<file path="config.mk">
export PLATFORM = sky130hd
export DESIGN_NAME = fetch_unit
export DESIGN_NICKNAME = d
export VERILOG_FILES = /design/src/rtl/riscv_pkg.sv /design/src/rtl/fetch_queue.sv /design/src/rtl/fetch_unit.sv
export SDC_FILE = /design/constraint.sdc
export NUM_CORES = 1
export LEC_CHECK = 0
export CORE_UTILIZATION = 50
export DETAILED_ROUTE_END_ITERATION = 7
export PLACE_DENSITY_LB_ADDON = 0.2
export SLEW_MARGIN = 20
export SYNTH_ARGS = -nofsm -noshare
export SYNTH_HDL_FRONTEND = slang
export SYNTH_SLANG_ARGS = --single-unit
</file>
<file path="constraint.sdc">
create_clock -name clk -period 19.7 [get_ports clk]
set_clock_uncertainty 0.15 [all_clocks]
set_input_delay 3.94 -clock clk [delete_from_list [all_inputs] [get_ports clk]]
set_output_delay 3.94 -clock clk [all_outputs]
set_load 0.05 [all_outputs]
</file>
<file path="src/rtl/riscv_pkg.sv">
// Shared RV32I constants and types for the fetch/decode slice of the pipeline.
package riscv_pkg;

  localparam int unsigned XLEN = 32;

  localparam logic [XLEN-1:0] INSTR_NOP        = 32'h0000_0013;
  localparam logic [XLEN-1:0] DEFAULT_RESET_PC = 32'h0000_0000;

  // Major opcodes, shared with the control unit
  localparam logic [6:0] OPC_LUI    = 7'b0110111;
  localparam logic [6:0] OPC_AUIPC  = 7'b0010111;
  localparam logic [6:0] OPC_JAL    = 7'b1101111;
  localparam logic [6:0] OPC_JALR   = 7'b1100111;
  localparam logic [6:0] OPC_BRANCH = 7'b1100011;
  localparam logic [6:0] OPC_LOAD   = 7'b0000011;
  localparam logic [6:0] OPC_STORE  = 7'b0100011;
  localparam logic [6:0] OPC_OP_IMM = 7'b0010011;
  localparam logic [6:0] OPC_OP     = 7'b0110011;
  localparam logic [6:0] OPC_SYSTEM = 7'b1110011;

  typedef enum logic {
    FS_BOOT,
    FS_RUN
  } fetch_state_e;

  function automatic logic [XLEN-1:0] word_align(input logic [XLEN-1:0] a);
    return a & 32'hFFFF_FFFC;
  endfunction

endpackage

</file>
<file path="src/rtl/fetch_queue.sv">
// DEPTH-entry FIFO of {pc, instr} pairs between the fetch response path and IF/ID.
module fetch_queue
  import riscv_pkg::*;
#(
  parameter int unsigned DEPTH = 2
) (
  input  logic                    clk,
  input  logic                    rst,
  input  logic                    clear,
  input  logic                    push,
  input  logic [XLEN-1:0]         push_pc,
  input  logic [XLEN-1:0]         push_instr,
  input  logic                    pop,
  output logic [XLEN-1:0]         head_pc,
  output logic [XLEN-1:0]         head_instr,
  output logic [$clog2(DEPTH):0]  count,
  output logic                    full,
  output logic                    empty
);

  localparam int unsigned AW = $clog2(DEPTH);
  localparam int unsigned CW = AW + 1;

  logic [XLEN-1:0] pc_mem    [DEPTH];
  logic [XLEN-1:0] instr_mem [DEPTH];
  logic [AW-1:0]   wr_ptr;
  logic [AW-1:0]   rd_ptr;

  always_ff @(posedge clk or posedge rst) begin
    if (rst) begin
      wr_ptr <= '0;
      rd_ptr <= '0;
      count  <= '0;
    end else if (clear) begin
      wr_ptr <= '0;
      rd_ptr <= '0;
      count  <= '0;
    end else begin
      if (push) wr_ptr <= wr_ptr + AW'(1);
      if (pop)  rd_ptr <= rd_ptr + AW'(1);
      count <= count + CW'(push) - CW'(pop);
    end
  end

  always_ff @(posedge clk) begin
    if (push && !clear) begin
      pc_mem[wr_ptr]    <= push_pc;
      instr_mem[wr_ptr] <= push_instr;
    end
  end

  always_comb begin
    head_pc    = pc_mem[rd_ptr];
    head_instr = instr_mem[rd_ptr];
    full       = (count == CW'(DEPTH));
    empty      = (count == '0);
  end

endmodule

</file>
<file path="src/rtl/fetch_unit.sv">
// RV32I instruction fetch: PC generation, credit-limited imem requests,
// in-order response tagging and the IF/ID output register with stall/redirect.
module fetch_unit
  import riscv_pkg::*;
#(
  parameter logic [31:0] RESET_PC  = DEFAULT_RESET_PC,
  parameter int unsigned DEPTH     = 2,
  parameter logic [31:0] NOP_INSTR = INSTR_NOP
) (
  input  logic        clk,
  input  logic        rst,
  output logic        imem_req,
  output logic [31:0] imem_addr,
  input  logic        imem_ready,
  input  logic        imem_rvalid,
  input  logic [31:0] imem_rdata,
  input  logic        redirect_valid,
  input  logic [31:0] redirect_pc,
  input  logic        stall,
  output logic        if_valid,
  output logic [31:0] if_instr,
  output logic [31:0] if_pc,
  output logic [31:0] if_pc_plus4
);

  localparam int unsigned AW = $clog2(DEPTH);
  localparam int unsigned CW = AW + 1;
  typedef logic [CW-1:0] cnt_t;

  fetch_state_e    state_q, state_d;
  logic [XLEN-1:0] pc_q;
  cnt_t            live_q, discard_q;
  logic            accept, rsp_live, rsp_drop, credit_ok;
  logic [CW:0]     q_plus_live, live_plus_disc;

  logic            q_push, q_pop, q_full, q_empty;
  logic [XLEN-1:0] q_head_pc, q_head_instr;
  cnt_t            q_count;

  logic [XLEN-1:0] tag_mem [DEPTH];
  logic [AW-1:0]   tag_wr, tag_rd;
  logic [XLEN-1:0] rsp_pc;

  always_ff @(posedge clk or posedge rst) begin
    if (rst) state_q <= FS_BOOT;
    else     state_q <= state_d;
  end

  always_comb begin
    state_d = state_q;
    unique case (state_q)
      FS_BOOT: state_d = FS_RUN;
      FS_RUN:  state_d = FS_RUN;
    endcase
  end

  always_comb begin
    q_plus_live    = {1'b0, q_count} + {1'b0, live_q};
    live_plus_disc = {1'b0, live_q} + {1'b0, discard_q};
    credit_ok      = (q_plus_live < (CW+1)'(DEPTH)) && (live_plus_disc < (CW+1)'(DEPTH));
    imem_req       = (state_q == FS_RUN) && credit_ok;
    imem_addr      = pc_q;
    accept         = imem_req && imem_ready;
    rsp_drop       = imem_rvalid && (discard_q != '0);
    rsp_live       = imem_rvalid && (discard_q == '0);
    rsp_pc         = tag_mem[tag_rd];
  end

  always_ff @(posedge clk or posedge rst) begin
    if (rst) begin
      pc_q <= RESET_PC;
    end else if (redirect_valid) begin
      pc_q <= word_align(redirect_pc);
    end else if (accept) begin
      pc_q <= pc_q + 32'd4;
    end
  end

  // On redirect every outstanding request becomes a discard, including one
  // accepted this cycle; a same-cycle response retires one of them either way.
  always_ff @(posedge clk or posedge rst) begin
    if (rst) begin
      live_q    <= '0;
      discard_q <= '0;
    end else if (redirect_valid) begin
      live_q    <= '0;
      discard_q <= discard_q + live_q + cnt_t'(accept) - cnt_t'(imem_rvalid);
    end else begin
      live_q    <= live_q + cnt_t'(accept) - cnt_t'(rsp_live);
      discard_q <= discard_q - cnt_t'(rsp_drop);
    end
  end

  always_ff @(posedge clk or posedge rst) begin
    if (rst) begin
      tag_wr <= '0;
      tag_rd <= '0;
    end else if (redirect_valid) begin
      tag_wr <= '0;
      tag_rd <= '0;
    end else begin
      if (accept)   tag_wr <= tag_wr + AW'(1);
      if (rsp_live) tag_rd <= tag_rd + AW'(1);
    end
  end

  always_ff @(posedge clk) begin
    if (accept && !redirect_valid) tag_mem[tag_wr] <= pc_q;
  end

  always_comb begin
    q_pop  = !redirect_valid && !stall && !q_empty;
    q_push = !redirect_valid && rsp_live && (stall || !q_empty);
  end

  fetch_queue #(
    .DEPTH (DEPTH)
  ) u_queue (
    .clk        (clk),
    .rst        (rst),
    .clear      (redirect_valid),
    .push       (q_push),
    .push_pc    (rsp_pc),
    .push_instr (imem_rdata),
    .pop        (q_pop),
    .head_pc    (q_head_pc),
    .head_instr (q_head_instr),
    .count      (q_count),
    .full       (q_full),
    .empty      (q_empty)
  );

  always_ff @(posedge clk or posedge rst) begin
    if (rst) begin
      if_valid    <= 1'b0;
      if_instr    <= NOP_INSTR;
      if_pc       <= RESET_PC;
      if_pc_plus4 <= RESET_PC + 32'd4;
    end else if (redirect_valid) begin
      if_valid <= 1'b0;
      if_instr <= NOP_INSTR;
    end else if (!stall) begin
      if (!q_empty) begin
        if_valid    <= 1'b1;
        if_instr    <= q_head_instr;
        if_pc       <= q_head_pc;
        if_pc_plus4 <= q_head_pc + 32'd4;
      end else if (rsp_live) begin
        if_valid    <= 1'b1;
        if_instr    <= imem_rdata;
        if_pc       <= rsp_pc;
        if_pc_plus4 <= rsp_pc + 32'd4;
      end else begin
        if_valid <= 1'b0;
        if_instr <= NOP_INSTR;
      end
    end
  end

  // The issue credit keeps queue occupancy plus live requests within DEPTH.
  assert property (@(posedge clk) disable iff (rst) !(q_push && q_full && !q_pop));

endmodule

</file>
# Word-level counts from Yosys, hierarchy flattened
# Memory sizes are Yosys's and may differ from the RTL's.
# Index checks and enable logic that the tools add are counted.
# classes
add_sub_neg	17
order_cmp	2
eq_ne	2
n_mux	29
n_bitwise	2
reduce_logical	23
# ops
op	count
two-way mux 32 bit	10
adder 32 x 3 -> 32 bit, second input constant	3
two-way mux 1 bit	16
logical AND 1 bit	11
nonzero test 2 bit	5
subtractor 2 x 1 -> 2 bit	4
adder 2 x 1 -> 2 bit	3
adder 2 x 2 -> 3 bit	2
less-than comparator 3 x 2 -> 1 bit, second input constant	2
two-way mux 2 bit	3
adder 1 bit, second input constant	4
zero test 2 bit	2
!= test 2 bit, second input constant	2
zero test 1 bit	3
AND reduction 3 bit	1
adder 2 bit	1
NOT 1 bit	2
logical OR 1 bit	1
# totals
regBits	140
mem_bits_rw	192
input_bits	70
output_inout_bits	130
elab_cells	91
n_memories	3
# mem_list
memory	words	width	rd	rd_clocked_by_memory_dff	wr	line_no	text
tag_mem	2	32	1	0	1	fetch_unit.sv:40	logic [XLEN-1:0] tag_mem [DEPTH];
u_queue.instr_mem	2	32	1	0	1	fetch_queue.sv:25	logic [XLEN-1:0] instr_mem [DEPTH];
u_queue.pc_mem	2	32	1	0	1	fetch_queue.sv:24	logic [XLEN-1:0] pc_mem [DEPTH];

# Logic depth before layout (Yosys ltp)
# Gate-level depths: netlist of run 1.
# depth
ltp_word	8
depth_mapped	17
mapped_depth_nobuf	11

# Cells and area by module
# From an unflattened synthesis of run 1, not the netlist that was laid out.
# unflattened
hier_cells	1014
hier_area_um2	14086.0
# by_module_without_submodules
module	instances	cells_each	area_per_inst_um2	seq_area_each_um2
fetch_unit	1	795	9041.2	5109.9
fetch_queue	1	219	5044.8	3943.8

# Worst setup path before layout of run 1
# Ideal clock, no wire load.
# synth_path
path_kind	input -> register
start	in imem_rvalid
end	mem u_queue.instr_mem[0][0], enable pin
setup_time_ns	0.560
arrival_ns	8.891
required_time_ns	18.990
slack_ns	10.098
stages	3
path_buffers	0
path_cell_list	nor3b_1 -> o21ai_0 -> nor3_1
# synth_via
elab_chain_cells	6
# synth_lines
item	line_no	text
start, declared	fetch_unit.sv:15	input logic imem_rvalid,
logical AND 1 bit	fetch_unit.sv:65	rsp_live = imem_rvalid && (discard_q == '0);
logical AND 1 bit (2 in a row)	fetch_unit.sv:113	q_push = !redirect_valid && rsp_live && (stall || !q_empty);
logical AND 1 bit	fetch_queue.sv:46	if (push && !clear) begin
two-way mux 1 bit	fetch_queue.sv:46	
two-way mux 1 bit (implied by the code)	fetch_queue.sv:48	instr_mem[wr_ptr] <= push_instr;
end, declared	fetch_queue.sv:25	
# Every way passes these cells.

# Worst setup path after layout of run 1
# layout_path
start	reg u_queue.count[0]
end	out imem_req
# layout_via
elab_chain_cells	4
# layout_lines
item	line_no	text
start, declared	fetch_queue.sv:16	output logic [$clog2(DEPTH):0] count,
start signal, assigned	fetch_queue.sv:41	count <= count + CW'(push) - CW'(pop);
adder 2 x 2 -> 3 bit	fetch_unit.sv:58	q_plus_live = {1'b0, q_count} + {1'b0, live_q};
less-than comparator 3 x 2 -> 1 bit	fetch_unit.sv:60	credit_ok = (q_plus_live < (CW+1)'(DEPTH)) && (live_plus_disc < (CW+1)'(DEPTH));
logical AND 1 bit	fetch_unit.sv:60	
logical AND 1 bit	fetch_unit.sv:61	imem_req = (state_q == FS_RUN) && credit_ok;
end, declared	fetch_unit.sv:12	output logic imem_req,
# Every way passes these cells.

==> summary.txt, run 1 <==
Critical path
  • Worst EP arrival: 2.68 ns
  • Maximum fanout count along the critical path: 5
  • Worst reg2reg startpoint: tag_rd
  • Crit-path max cell delay: 0.81 ns
  • Crit path launch type: flip-flop
  • Sort of element at the end of the critical path: output port
  • Critical path, cell by cell: and2_1, fa_1, nor2_1, and3_1, clkdlybuf4s50_1
  • Destination of the worst register-to-register timing path: if_pc_plus4[30]
  • Crit Path Category: reg -> out
  • Depth of the worst register-to-register path: 11
  • Data required time at the worst endpoint: 15.61 ns
  • Setup crit start: u_queue.count[0]
  • Critical-path top delay cell: sky130_fd_sc_hd__clkdlybuf4s50_1
  • Worst setup slack for register-to-register paths: 15.46 ns

Synth
  • Number of warnings issued by yosys: 0
  • Most used DFF post-synth: sky130_fd_sc_hd__edfxtp_1
  • Gate count of the mapped netlist: 1134
  • Number of distinct library cells after synthesis: 60
  • Post-Syn Area per Cell: 12.4 um2
  • Synth area leader: sky130_fd_sc_hd__edfxtp_1
  • Number of enable flip-flop cells after synthesis: 184
  • Share of flip-flops with an asynchronous set or reset: 42.1%
  • Proportion of netlist area held by the largest area contributor: 39.3%
  • Main area contributors after synthesis: sky130_fd_sc_hd__edfxtp_1 39%, sky130_fd_sc_hd__dfrtp_1 23%, sky130_fd_sc_hd__nand2_1 4.6%
  • Most used standard cell by instance count after synthesis: sky130_fd_sc_hd__edfxtp_1
  • Number of synthesized register bits: 318
  • Fraction of the yosys area taken by sequential cells: 63.3%
  • Post-synth design cell area: 14000 um2
  • Most frequent cells after synthesis: 184 x sky130_fd_sc_hd__edfxtp_1, 172 x sky130_fd_sc_hd__nand2_1, 130 x sky130_fd_sc_hd__dfrtp_1

Job
  • # Max-Cap Violations: 0

Power
  • Leakage: 6.46 nW
  • Worst vdd rail ir drop: 0.0708 mV
  • Power density over the cells: 131 nW/um2

Global route
  • Met3 usage in global routing: 3.71%
  • Met1 usage: 32.5%
  • Initial antenna violation count: 0
  • Largest net degree at the start of global routing: 84
  • Global router's overall resource usage: 21.5%
  • Vias in the first global route: 9012
  • Wire length of the first global-routing pass: 48800 um
  • Total congestion overflow: 0
  • Most heavily used metal layer in global routing: met1
  • Met2 Resource Use GR: 31.8%

Clocking
  • Buffer type at the clock tree root: sky130_fd_sc_hd__clkbuf_16
  • Post-CTS resize count: 0
  • Worst skew pair latency: 0.51 ns
  • Setup repair bufs after CTS: 0
  • Number of buffers inserted during clock tree synthesis: 35
  • Clock tree from TritonCTS: built
  • H-Tree Level Count: 2
  • Clock-pin slew on the worst setup and hold paths: 0.06 ns
  • CTS max path bufs: 3
  • Hold-fix buffer count after cts: 0
  • Sinks on Clock Net: 318

Worst hold path
  • Hold Crit Endpoint: if_pc_plus4[7]
  • Worst Hold Path Cells: 2
  • Start point of the worst hold path: if_pc_plus4[7]
  • Class of the worst hold path: reg -> reg

STA
  • Unrepaired setup endpoints after global routing: no
  • Count of pins over their slew limit: 0
  • Min Clock Period, post-route: 6.77 ns
  • Relative max-transition margin: 31.9%
  • Final sum of negative setup slack: 0 ns
  • Maximum frequency from static timing analysis: 0.148 GHz
  • Post-route clock period utilization: 34.4%
  • Number of setup violations in the final report: 0
  • Final hold violations: 0
  • Transition time of the tightest slew-check pin: 1.02 ns

Die
  • Area of the core: 27300 um2
  • Chip width: 170 um
  • # IOs: 200
  • Effective utilization at floorplan: 51.5%
  • Placement row count: 60
  • Area enclosed by the die boundary: 28800 um2
  • Die Y: 170 um

Place
  • Placer congestion estimate: 0.850
  • Final HPWL from detailed placement: 20600 um
  • Number of buffers inserted by port buffering: 191

Detailed routing
  • Remaining design rule violation count: 0
  • Vias: 9322
  • Detail-routed net length per standard cell: 17.9 um
  • Total Routed Length: 30700 um
  • 1st-pass router iterations: 5
  • Vias per std cell: 5.44
  • Antenna viol nets, final: 0
  • DR iter-0 viols: 679

Final layout
  • Growth of design area from synthesis to finish: 24.1%
  • Share of post-route cells with drive strength above 1: 10.6%
  • Count of inserted antenna diode cells: 0
  • Nets: 1398
  • Fin util: 63.9%

Status
  • Status: finished clean
worst max path at each step:
stage / to / slack, ns / depth (start not counted)
detailed placement: u_queue.instr_mem[1][9] / 12.71 / 7
CTS: imem_req / 12.88 / 5
global placement: u_queue.instr_mem[1][13] / 12.70 / 7
finish: imem_req / 12.93 / 5
global route: imem_req / 12.77 / 5
floorplan: u_queue.instr_mem[0][0] / 10.10 / 3
where the power goes:
| group | switching, mW | leakage [nW] | internal, mW | total (mW) |
|---|---|---|---|---|
| clock network | 0.259 | 0.572 | 0.394 | 0.654 |
| logic | 0.482 | 2.53 | 0.253 | 0.735 |
| registers | 0.0768 | 3.36 | 0.813 | 0.890 |
| total | 0.818 | 6.46 | 1.46 | 2.28 |
worst max-delay path: cells and delay by family (launching register included):
| family | cells | cell delay, ns |
|---|---|---|
| AND/OR/NAND/NOR | 3 | 0.51 |
| buffers and inverters | 1 | 0.81 |
| adder cells (fa/ha/maj) | 1 | 0.43 |
| flip-flops | 1 | 0.44 |
per-layer routing:
metal	share of wire (%)	wire (um)
met1	48	14700
met5	0	0
met2	43	13300
met3	6.8	2100
met4	2.1	660
flip-flops by register name, summed over array words and instances, names as in the netlist, 30 cells and up:
| name | flops |
|---|---|
| u_queue.instr_mem | 64 |
| if_pc | 30 |
| tag_mem | 60 |
| imem_addr | 30 |
| u_queue.pc_mem | 60 |
| if_instr | 32 |
| if_pc_plus4 | 30 |
logic make-up (layout without fill, tap and decap cells):
group	after synthesis	count (layout)	synth area share, %
muxes	104	104	7.81
DFF	318	318	63.3
adders and majority gates	12	12	1.23
buffers and inverters	79	282	2.77
AOI/OAI and AO/OA	190	190	8.83
xor gates and xnor gates	64	64	3.99
other	2	7	0.0535
and+or+nand+nor	365	365	12.1
stage by stage:
stage                     power, mW  instances  area (um2)  worst slack (ns)  hold slack, ns
after CTS                      2.30       1714       17400             12.88           0.333
after floorplan                1.39       1139       14100             10.10           0.372
after detailed placement       1.64       1651       16300             12.71           0.309
after global routing           2.38       1714       17400             12.77           0.343
after global placement         1.63       1651       16300             12.70           0.306
final                          2.28       1714       17400             12.93           0.327
cell usage in the layout, fill, tap and decap left out, types with 9 or more instances in the layout:
cell type                         count
sky130_fd_sc_hd__inv_1               10
sky130_fd_sc_hd__nand3_1             39
sky130_fd_sc_hd__nand2_1            172
sky130_fd_sc_hd__and3_1              12
sky130_fd_sc_hd__clkbuf_16           38
sky130_fd_sc_hd__xnor2_1             30
sky130_fd_sc_hd__xor2_1              34
sky130_fd_sc_hd__mux2_2              45
sky130_fd_sc_hd__a21oi_1             26
sky130_fd_sc_hd__dfrtp_1            128
sky130_fd_sc_hd__nand4_1             14
sky130_fd_sc_hd__nor2_1              68
sky130_fd_sc_hd__o211ai_1            10
sky130_fd_sc_hd__mux2i_1             59
sky130_fd_sc_hd__nand3b_1            13
sky130_fd_sc_hd__buf_4               16
sky130_fd_sc_hd__a221o_1             29
sky130_fd_sc_hd__o21ai_0             82
sky130_fd_sc_hd__ha_1                 9
sky130_fd_sc_hd__edfxtp_1           184
sky130_fd_sc_hd__clkdlybuf4s50_1    190
final cells by class:
type / count / area, um2
clock buffer: 43 / 980
clock inverter: 20 / 184
fill: 2088 / 9820
inverter: 12 / 50.0
multi-input combinational: 742 / 4830
sequential: 318 / 8890
tap: 372 / 465
timing repair buffer: 207 / 2030
Power figures use the tool's default switching activity.
==> run 2: changes to the inputs <==
Settings changed: CORE_UTILIZATION 50 to 49.
Clock period 19.7 ns to 5.5 ns, I/O delays scaled along.
==> run 2 against run 1 <==
Register-to-register slack lost 14 ns. Global-route usage shrank 0.076 points. Clock-buffer cell count increased by 4. Clock power grew to 3.6 times the previous value. Critical path depth did not move. Setup slack got worse by 11 ns. Critical endpoint unchanged. Highest routed layer unchanged.
==> summary.txt, run 2 (synthesis results as in run 1) <==
Status
  • Status: finished clean

Die
  • Die Y: 171 um (+1.0%)
  • Area of the core: 28000 um2 (+2.8%)
  • Chip width: 171 um (+1.0%)
  • Effective utilization at floorplan: 50.1% (-1.4 points)
  • Area enclosed by the die boundary: 29300 um2 (+2.0%)
  • # IOs: 200 (unchanged)
  • Placement row count: 61 (+1.7%)

Final layout
  • Registers with the most flip-flops: u_queue.instr_mem: 64 flops, tag_mem: 60 flops, u_queue.pc_mem: 60 flops
  • Count of inserted antenna diode cells: 0 (unchanged)
  • Filler cell count in the final layout: 2194 (+5.1%)
  • Final design instance area without fill: 17500 um2 (+0.28%)
  • Most flop-heavy register: u_queue.instr_mem
  • Largest register FFs: 64 (unchanged)
  • Fin util: 62.4% (-1.6 points)
  • Most common cell after layout, fill and taps aside: sky130_fd_sc_hd__clkdlybuf4s50_1
  • Number of cells in the finished layout apart from fillers: 1721 (+0.41%)
  • Nets: 1399 (+0.072%)
  • Growth of design area from synthesis to finish: 24.4%
  • Commonest cells after routing, fill and taps aside: 190 x sky130_fd_sc_hd__clkdlybuf4s50_1, 184 x sky130_fd_sc_hd__edfxtp_1, 172 x sky130_fd_sc_hd__nand2_1
  • Share of post-route cells with drive strength above 1: 10.8% (+0.22 points)

STA
  • Transition time of the tightest slew-check pin: 0.934 ns (-0.0884 ns)
  • Setup slack after layout: 1.55 ns (-11.38 ns)
  • Relative max-transition margin: 37.5% (+5.7 points)
  • Final hold violations: 0 (unchanged)
  • Min Clock Period, post-route: 3.95 ns
  • Number of setup violations in the final report: 0 (unchanged)
  • Maximum frequency from static timing analysis: 0.253 GHz
  • Final-layout worst hold slack: 0.327 ns (-0.000231 ns)
  • Final sum of negative setup slack: 0 ns (unchanged)
  • Count of pins over their slew limit: 0 (unchanged)
  • Post-route clock period utilization: 71.9%
  • Unrepaired setup endpoints after global routing: no

Critical path
  • Data required time at the worst endpoint: 4.25 ns (-11.36 ns)
  • Critical-path top delay cell: sky130_fd_sc_hd__clkdlybuf4s50_1
  • Worst EP arrival: 2.70 ns (+0.02 ns)
  • Critical path, cell by cell: and2_1, fa_1, nor2_1, and3_1, clkdlybuf4s50_1
  • Crit path launch type: flip-flop
  • Crit-path max cell delay: 0.81 ns (about the same)
  • Maximum fanout count along the critical path: 5 (unchanged)
  • Crit Path Category: reg -> out
  • Sort of element at the end of the critical path: output port

Global route
  • Wire length of the first global-routing pass: 49200 um (+0.82%)
  • Vias in the first global route: 8918 (-1.0%)
  • Global router's overall resource usage: 21.4% (-0.076 points)
  • Total congestion overflow: 0 (unchanged)
  • Initial antenna violation count: 0 (unchanged)
  • Largest net degree at the start of global routing: 73 (-13%)

Detailed routing
  • Total Routed Length: 30700 um (-0.14%)
  • 1st-pass router iterations: 6 (+1)
  • DR iter-0 viols: 769 (+13%)
  • Detail-routed net length per standard cell: 17.8 um (-0.55%)
  • Vias: 9280 (-0.45%)
  • Antenna viol nets, final: 0 (unchanged)
  • Vias per std cell: 5.39 (-0.86%)
  • Remaining design rule violation count: 0 (unchanged)

Clocking
  • H-Tree Level Count: 2 (unchanged)
  • Post-CTS resize count: 0 (unchanged)
  • Sinks on Clock Net: 318 (unchanged)
  • Clock-pin slew on the worst setup and hold paths: 0.06 ns (about the same)
  • Hold-fix buffer count after cts: 0 (unchanged)
  • Number of buffers inserted during clock tree synthesis: 35 (unchanged)
  • Buffer type at the clock tree root: sky130_fd_sc_hd__clkbuf_16
  • Setup repair bufs after CTS: 0 (unchanged)
  • Worst skew pair latency: 0.51 ns (about the same)
  • CTS max path bufs: 3 (unchanged)
  • Clock tree from TritonCTS: built

Power
  • Design Power: 8.19 mW (+260%)
  • Power density over the cells: 468 nW/um2 (+260%)
  • Worst vdd rail ir drop: 0.220 mV (+210%)
  • Leakage: 6.46 nW (about the same)

Worst hold path
  • Class of the worst hold path: reg -> reg

Place
  • Worst slack, placed: 1.58 ns (-11.13 ns)
  • Cell total after placement: 1658 (+0.42%)
  • Instance area at placement: 16300 um2 (+0.21%)
  • Placer congestion estimate: 0.849 (about the same)
  • Number of buffers inserted by port buffering: 191 (unchanged)
  • Final HPWL from detailed placement: 20700 um (+0.35%)

Job
  • # Max-Cap Violations: 0 (unchanged)
run 2: cell types whose count changed in the layout (fill, tap and decap cells not counted), moves of 2 or more:
cell	delta
sky130_fd_sc_hd__clkinvlp_4	+3
sky130_fd_sc_hd__clkbuf_8	+4
sky130_fd_sc_hd__clkinv_1	-2
sky130_fd_sc_hd__clkinv_2	-3
run 2: final cells by class:
cell class                 count  area, um2  area share, %
clock inverter                16        164          0.938
timing repair buffer         208       2050           11.7
inverter                      12       50.0          0.286
clock buffer                  47       1010           5.80
sequential                   318       8890           50.9
multi-input combinational    742       4840           27.7
tap                          378        473           2.71
run 2: path summary, 6_finish.rpt:
check	startpoint	to	slack, ns	cells past startpoint
max in group asynchronous	rst	imem_addr[5]	3.34	3
worst max register to register	u_queue.count[1]	if_pc_plus4[28]	1.74	12
worst max-delay path	u_queue.count[0]	imem_req	1.55	5
worst min-delay path	if_pc[18]	if_pc[18]	0.33	2
worst min register to register	if_pc[18]	if_pc[18]	0.33	2
min in group asynchronous	rst	if_pc_plus4[16]	0.87	2
run 2: metal layers:
| metal | track usage (%) | vias up | routed length (um) | share of wire [%] |
|---|---|---|---|---|
| met2 | 31.2 | 306 | 13200 | 43 |
| li1 | - | 4469 | - | - |
| met3 | 4.07 | 33 | 2110 | 6.9 |
| met1 | 33.1 | 4472 | 15000 | 49 |
| met5 | 0 | - | 0 | 0 |
| met4 | 4.93 | 0 | 439 | 1.4 |
run 2: where the power goes:
| group | switching, mW | internal [mW] | leakage [nW] |
|---|---|---|---|
| Clock | 0.912 | 1.44 | 0.565 |
| Sequential | 0.245 | 2.91 | 3.36 |
| Combinational | 1.77 | 0.911 | 2.53 |
| Total | 2.92 | 5.26 | 6.46 |
run 2: critical path, delay by kind of cell (launching register included):
| kind | cells | cell delay [ns] |
|---|---|---|
| buffers and inverters | 1 | 0.81 |
| DFF | 1 | 0.45 |
| and+or+nand+nor | 3 | 0.50 |
| adders and majority gates | 1 | 0.43 |
==> run 3: changes to the inputs <==
Clock period 5.5 ns to 3.6 ns, I/O delays scaled along.
==> run 3 against run 2 <==
Setup slack lost 1.3 ns. Core utilization increased by 0.12 points. Cell count is 0.23% higher. Design area grew 0.19%. Global-route usage decreased by 0.21 points. Power up 52%. Clock-buffer cell count up 6. Via count rose by 0.26%. Die area did not move. Critical path depth stayed put. Register-to-register slack lost 1.4 ns. Critical path type unchanged. Largest power group unchanged.
==> summary.txt, run 3 (synthesis results as in run 1) <==
Die
  • # IOs: 200 (unchanged)
  • Area of the core: 28000 um2 (unchanged)
  • Chip width: 171 um (unchanged)
  • Area enclosed by the die boundary: 29300 um2 (unchanged)
  • Die Y: 171 um (unchanged)
  • Placement row count: 61 (unchanged)
  • Effective utilization at floorplan: 50.1% (unchanged)

Final layout
  • Commonest cells after routing, fill and taps aside: 189 x sky130_fd_sc_hd__clkdlybuf4s50_1, 184 x sky130_fd_sc_hd__edfxtp_1, 172 x sky130_fd_sc_hd__nand2_1
  • Growth of design area from synthesis to finish: 24.7%
  • Share of post-route cells with drive strength above 1: 10.5% (-0.33 points)
  • Count of inserted antenna diode cells: 0 (unchanged)
  • Nets: 1404 (+0.36%)
  • Most common cell after layout, fill and taps aside: sky130_fd_sc_hd__clkdlybuf4s50_1
  • Largest register FFs: 64 (unchanged)
  • Registers with the most flip-flops: u_queue.instr_mem: 64 flops, tag_mem: 60 flops, u_queue.pc_mem: 60 flops
  • Most flop-heavy register: u_queue.instr_mem

Detailed routing
  • 1st-pass router iterations: 5 (-1)
  • Vias per std cell: 5.39 (about the same)
  • Detail-routed net length per standard cell: 18.0 um (+0.77%)
  • Antenna viol nets, final: 0 (unchanged)
  • Vias: 9304 (+0.26%)
  • DR iter-0 viols: 647 (-16%)
  • Remaining design rule violation count: 0 (unchanged)
  • Total Routed Length: 31000 um (+1.0%)

Power
  • Power density over the cells: 708 nW/um2 (+51%)
  • Share of power burned in combinational logic: 33.3% (+0.6 points)
  • Share of total power in the clock network: 27.9% (-0.8 points)
  • Power dissipated by switching net loads: 4.42 mW (+51%)
  • Design Power: 12.4 mW (+52%)
  • Leakage: 6.49 nW (+0.51%)
  • Pint: 7.98 mW (+52%)
  • Worst vdd rail ir drop: 0.414 mV (+88%)
  • Sequential Power Share: 38.8% (+0.2 points)
  • Switching part of the total power: 35.6% (-0.094 points)

Global route
  • Total congestion overflow: 0 (unchanged)
  • Vias in the first global route: 8902 (-0.18%)
  • Global router's overall resource usage: 21.2% (-0.21 points)
  • Initial antenna violation count: 0 (unchanged)
  • Wire length of the first global-routing pass: 48500 um (-1.4%)
  • Largest net degree at the start of global routing: 135 (+85%)

Critical path
  • Setup crit start: u_queue.count[0]
  • Sort of element at the end of the critical path: output port
  • Maximum fanout count along the critical path: 5 (unchanged)
  • Worst setup slack for register-to-register paths: 0.31 ns (-1.43 ns)
  • Crit Path Category: reg -> out
  • Worst reg2reg startpoint: tag_rd
  • Data required time at the worst endpoint: 2.73 ns (-1.52 ns)
  • Endpoint of the worst setup timing path: imem_req
  • Destination of the worst register-to-register timing path: if_pc_plus4[28]
  • Worst EP arrival: 2.44 ns (-0.26 ns)
  • Crit path launch type: flip-flop
  • Depth of the worst register-to-register path: 11 (-1)

Clocking
  • Number of buffers inserted during clock tree synthesis: 35 (unchanged)
  • H-Tree Level Count: 2 (unchanged)
  • Setup repair bufs after CTS: 0 (unchanged)
  • Worst skew pair latency: 0.50 ns (about the same)
  • Clock-pin slew on the worst setup and hold paths: 0.06 ns (about the same)
  • CTS max path bufs: 3 (unchanged)
  • Clock tree from TritonCTS: built
  • Buffer type at the clock tree root: sky130_fd_sc_hd__clkbuf_16
  • Sinks on Clock Net: 318 (unchanged)

STA
  • Post-route clock period utilization: 91.9%
  • Transition time of the tightest slew-check pin: 0.814 ns (-0.120 ns)
  • Final sum of negative setup slack: 0 ns (unchanged)
  • Final hold violations: 0 (unchanged)
  • Min Clock Period, post-route: 3.31 ns
  • Relative max-transition margin: 45.8% (+8.2 points)
  • Number of setup violations in the final report: 0 (unchanged)
  • Count of pins over their slew limit: 0 (unchanged)
  • Maximum frequency from static timing analysis: 0.302 GHz
  • Setup slack after layout: 0.291 ns (-1.26 ns)
  • Unrepaired setup endpoints after global routing: no
  • Final-layout worst hold slack: 0.321 ns (-0.00600 ns)

Status
  • Status: finished clean

Worst hold path
  • Start point of the worst hold path: if_pc_plus4[11]
  • Class of the worst hold path: reg -> reg

Place
  • Worst slack, placed: 0.342 ns (-1.24 ns)
  • Number of buffers inserted by port buffering: 191 (unchanged)
  • Placer congestion estimate: 0.895 (+5.4%)
  • Final HPWL from detailed placement: 20700 um (about the same)

Job
  • # Max-Cap Violations: 0 (unchanged)
==> run 3: changes by cell type in the layout (fill, tap and decap cells not counted), moves of 2 or more <==
cell                         change
sky130_fd_sc_hd__clkinvlp_4      -4
sky130_fd_sc_hd__buf_12          +3
sky130_fd_sc_hd__clkinv_2        -2
sky130_fd_sc_hd__clkbuf_1        +6
sky130_fd_sc_hd__buf_4           +2
==> run 3: worst min path at each step <==
stage          cells after the start              end  slack (ns)
2_1_floorplan                      2           tag_wr        0.39
3_3_place_gp                       2  if_pc_plus4[11]        0.30
3_5_place_dp                       2  if_pc_plus4[11]        0.31
4_1_cts                            2  if_pc_plus4[11]        0.32
5_1_grt                            2        if_pc[27]        0.34
6_report                           2  if_pc_plus4[11]        0.32
==> run 3: layout make-up <==
| type | count | area [um2] |
|---|---|---|
| Clock buffer | 53 | 1040 |
| Clock inverter | 9 | 90.1 |
| Fill cell | 2230 | 10500 |
| Inverter | 12 | 48.8 |
| Multi-Input combinational cell | 742 | 4850 |
| Sequential cell | 318 | 8890 |
| Tap cell | 378 | 473 |
| Timing Repair Buffer | 213 | 2120 |
==> run 3: power groups by stage <==
stage	clock (mW)	combinational (mW)	sequential, mW
floorplan	0	1.43	6.16
global placement	0	4.10	4.85
detailed placement	0	4.14	4.88
CTS	3.54	4.15	4.81
global route	3.70	4.39	4.87
finish	3.46	4.13	4.81
==> run 3: worst max-delay path, stage by stage (launching register included) <==
cell and delay (ns):
sky130_fd_sc_hd__dfrtp_1 0.46, sky130_fd_sc_hd__and2_1 0.18, sky130_fd_sc_hd__fa_1 0.43, sky130_fd_sc_hd__nor2_1 0.13, sky130_fd_sc_hd__and3_1 0.18, sky130_fd_sc_hd__dlygate4sd2_1 0.54
==> run 3: timing repair <==
action	4_1_cts	5_1_grt
gates resized for setup	1	0
hold buffers	0	0
endpoints found under the hold margin	0	0
setup endpoints to repair	1	0
==> run 3: through the flow <==
stage / cell area, um2 / std cells / utilization [%]
global placement: 16400 / 1663 / 58.5
detailed placement: 16400 / 1663 / 58.5
finish: 17500 / 1725 / 62.5
global route: 17500 / 1725 / 62.5
floorplan: 14100 / 1139 / -
CTS: 17500 / 1725 / 62.5
==> run 3: routing by layer <==
layer  share of wire (%)  global-route usage (%)  up-vias  wire [um]
met2                  44                    31.1      295      13600
met5                   0                       0        -          0
met3                 6.3                    3.75       38       1950
met4                 1.5                    5.67        0        455
li1                    -                       -     4493          -
met1                  48                    32.4     4478      14900
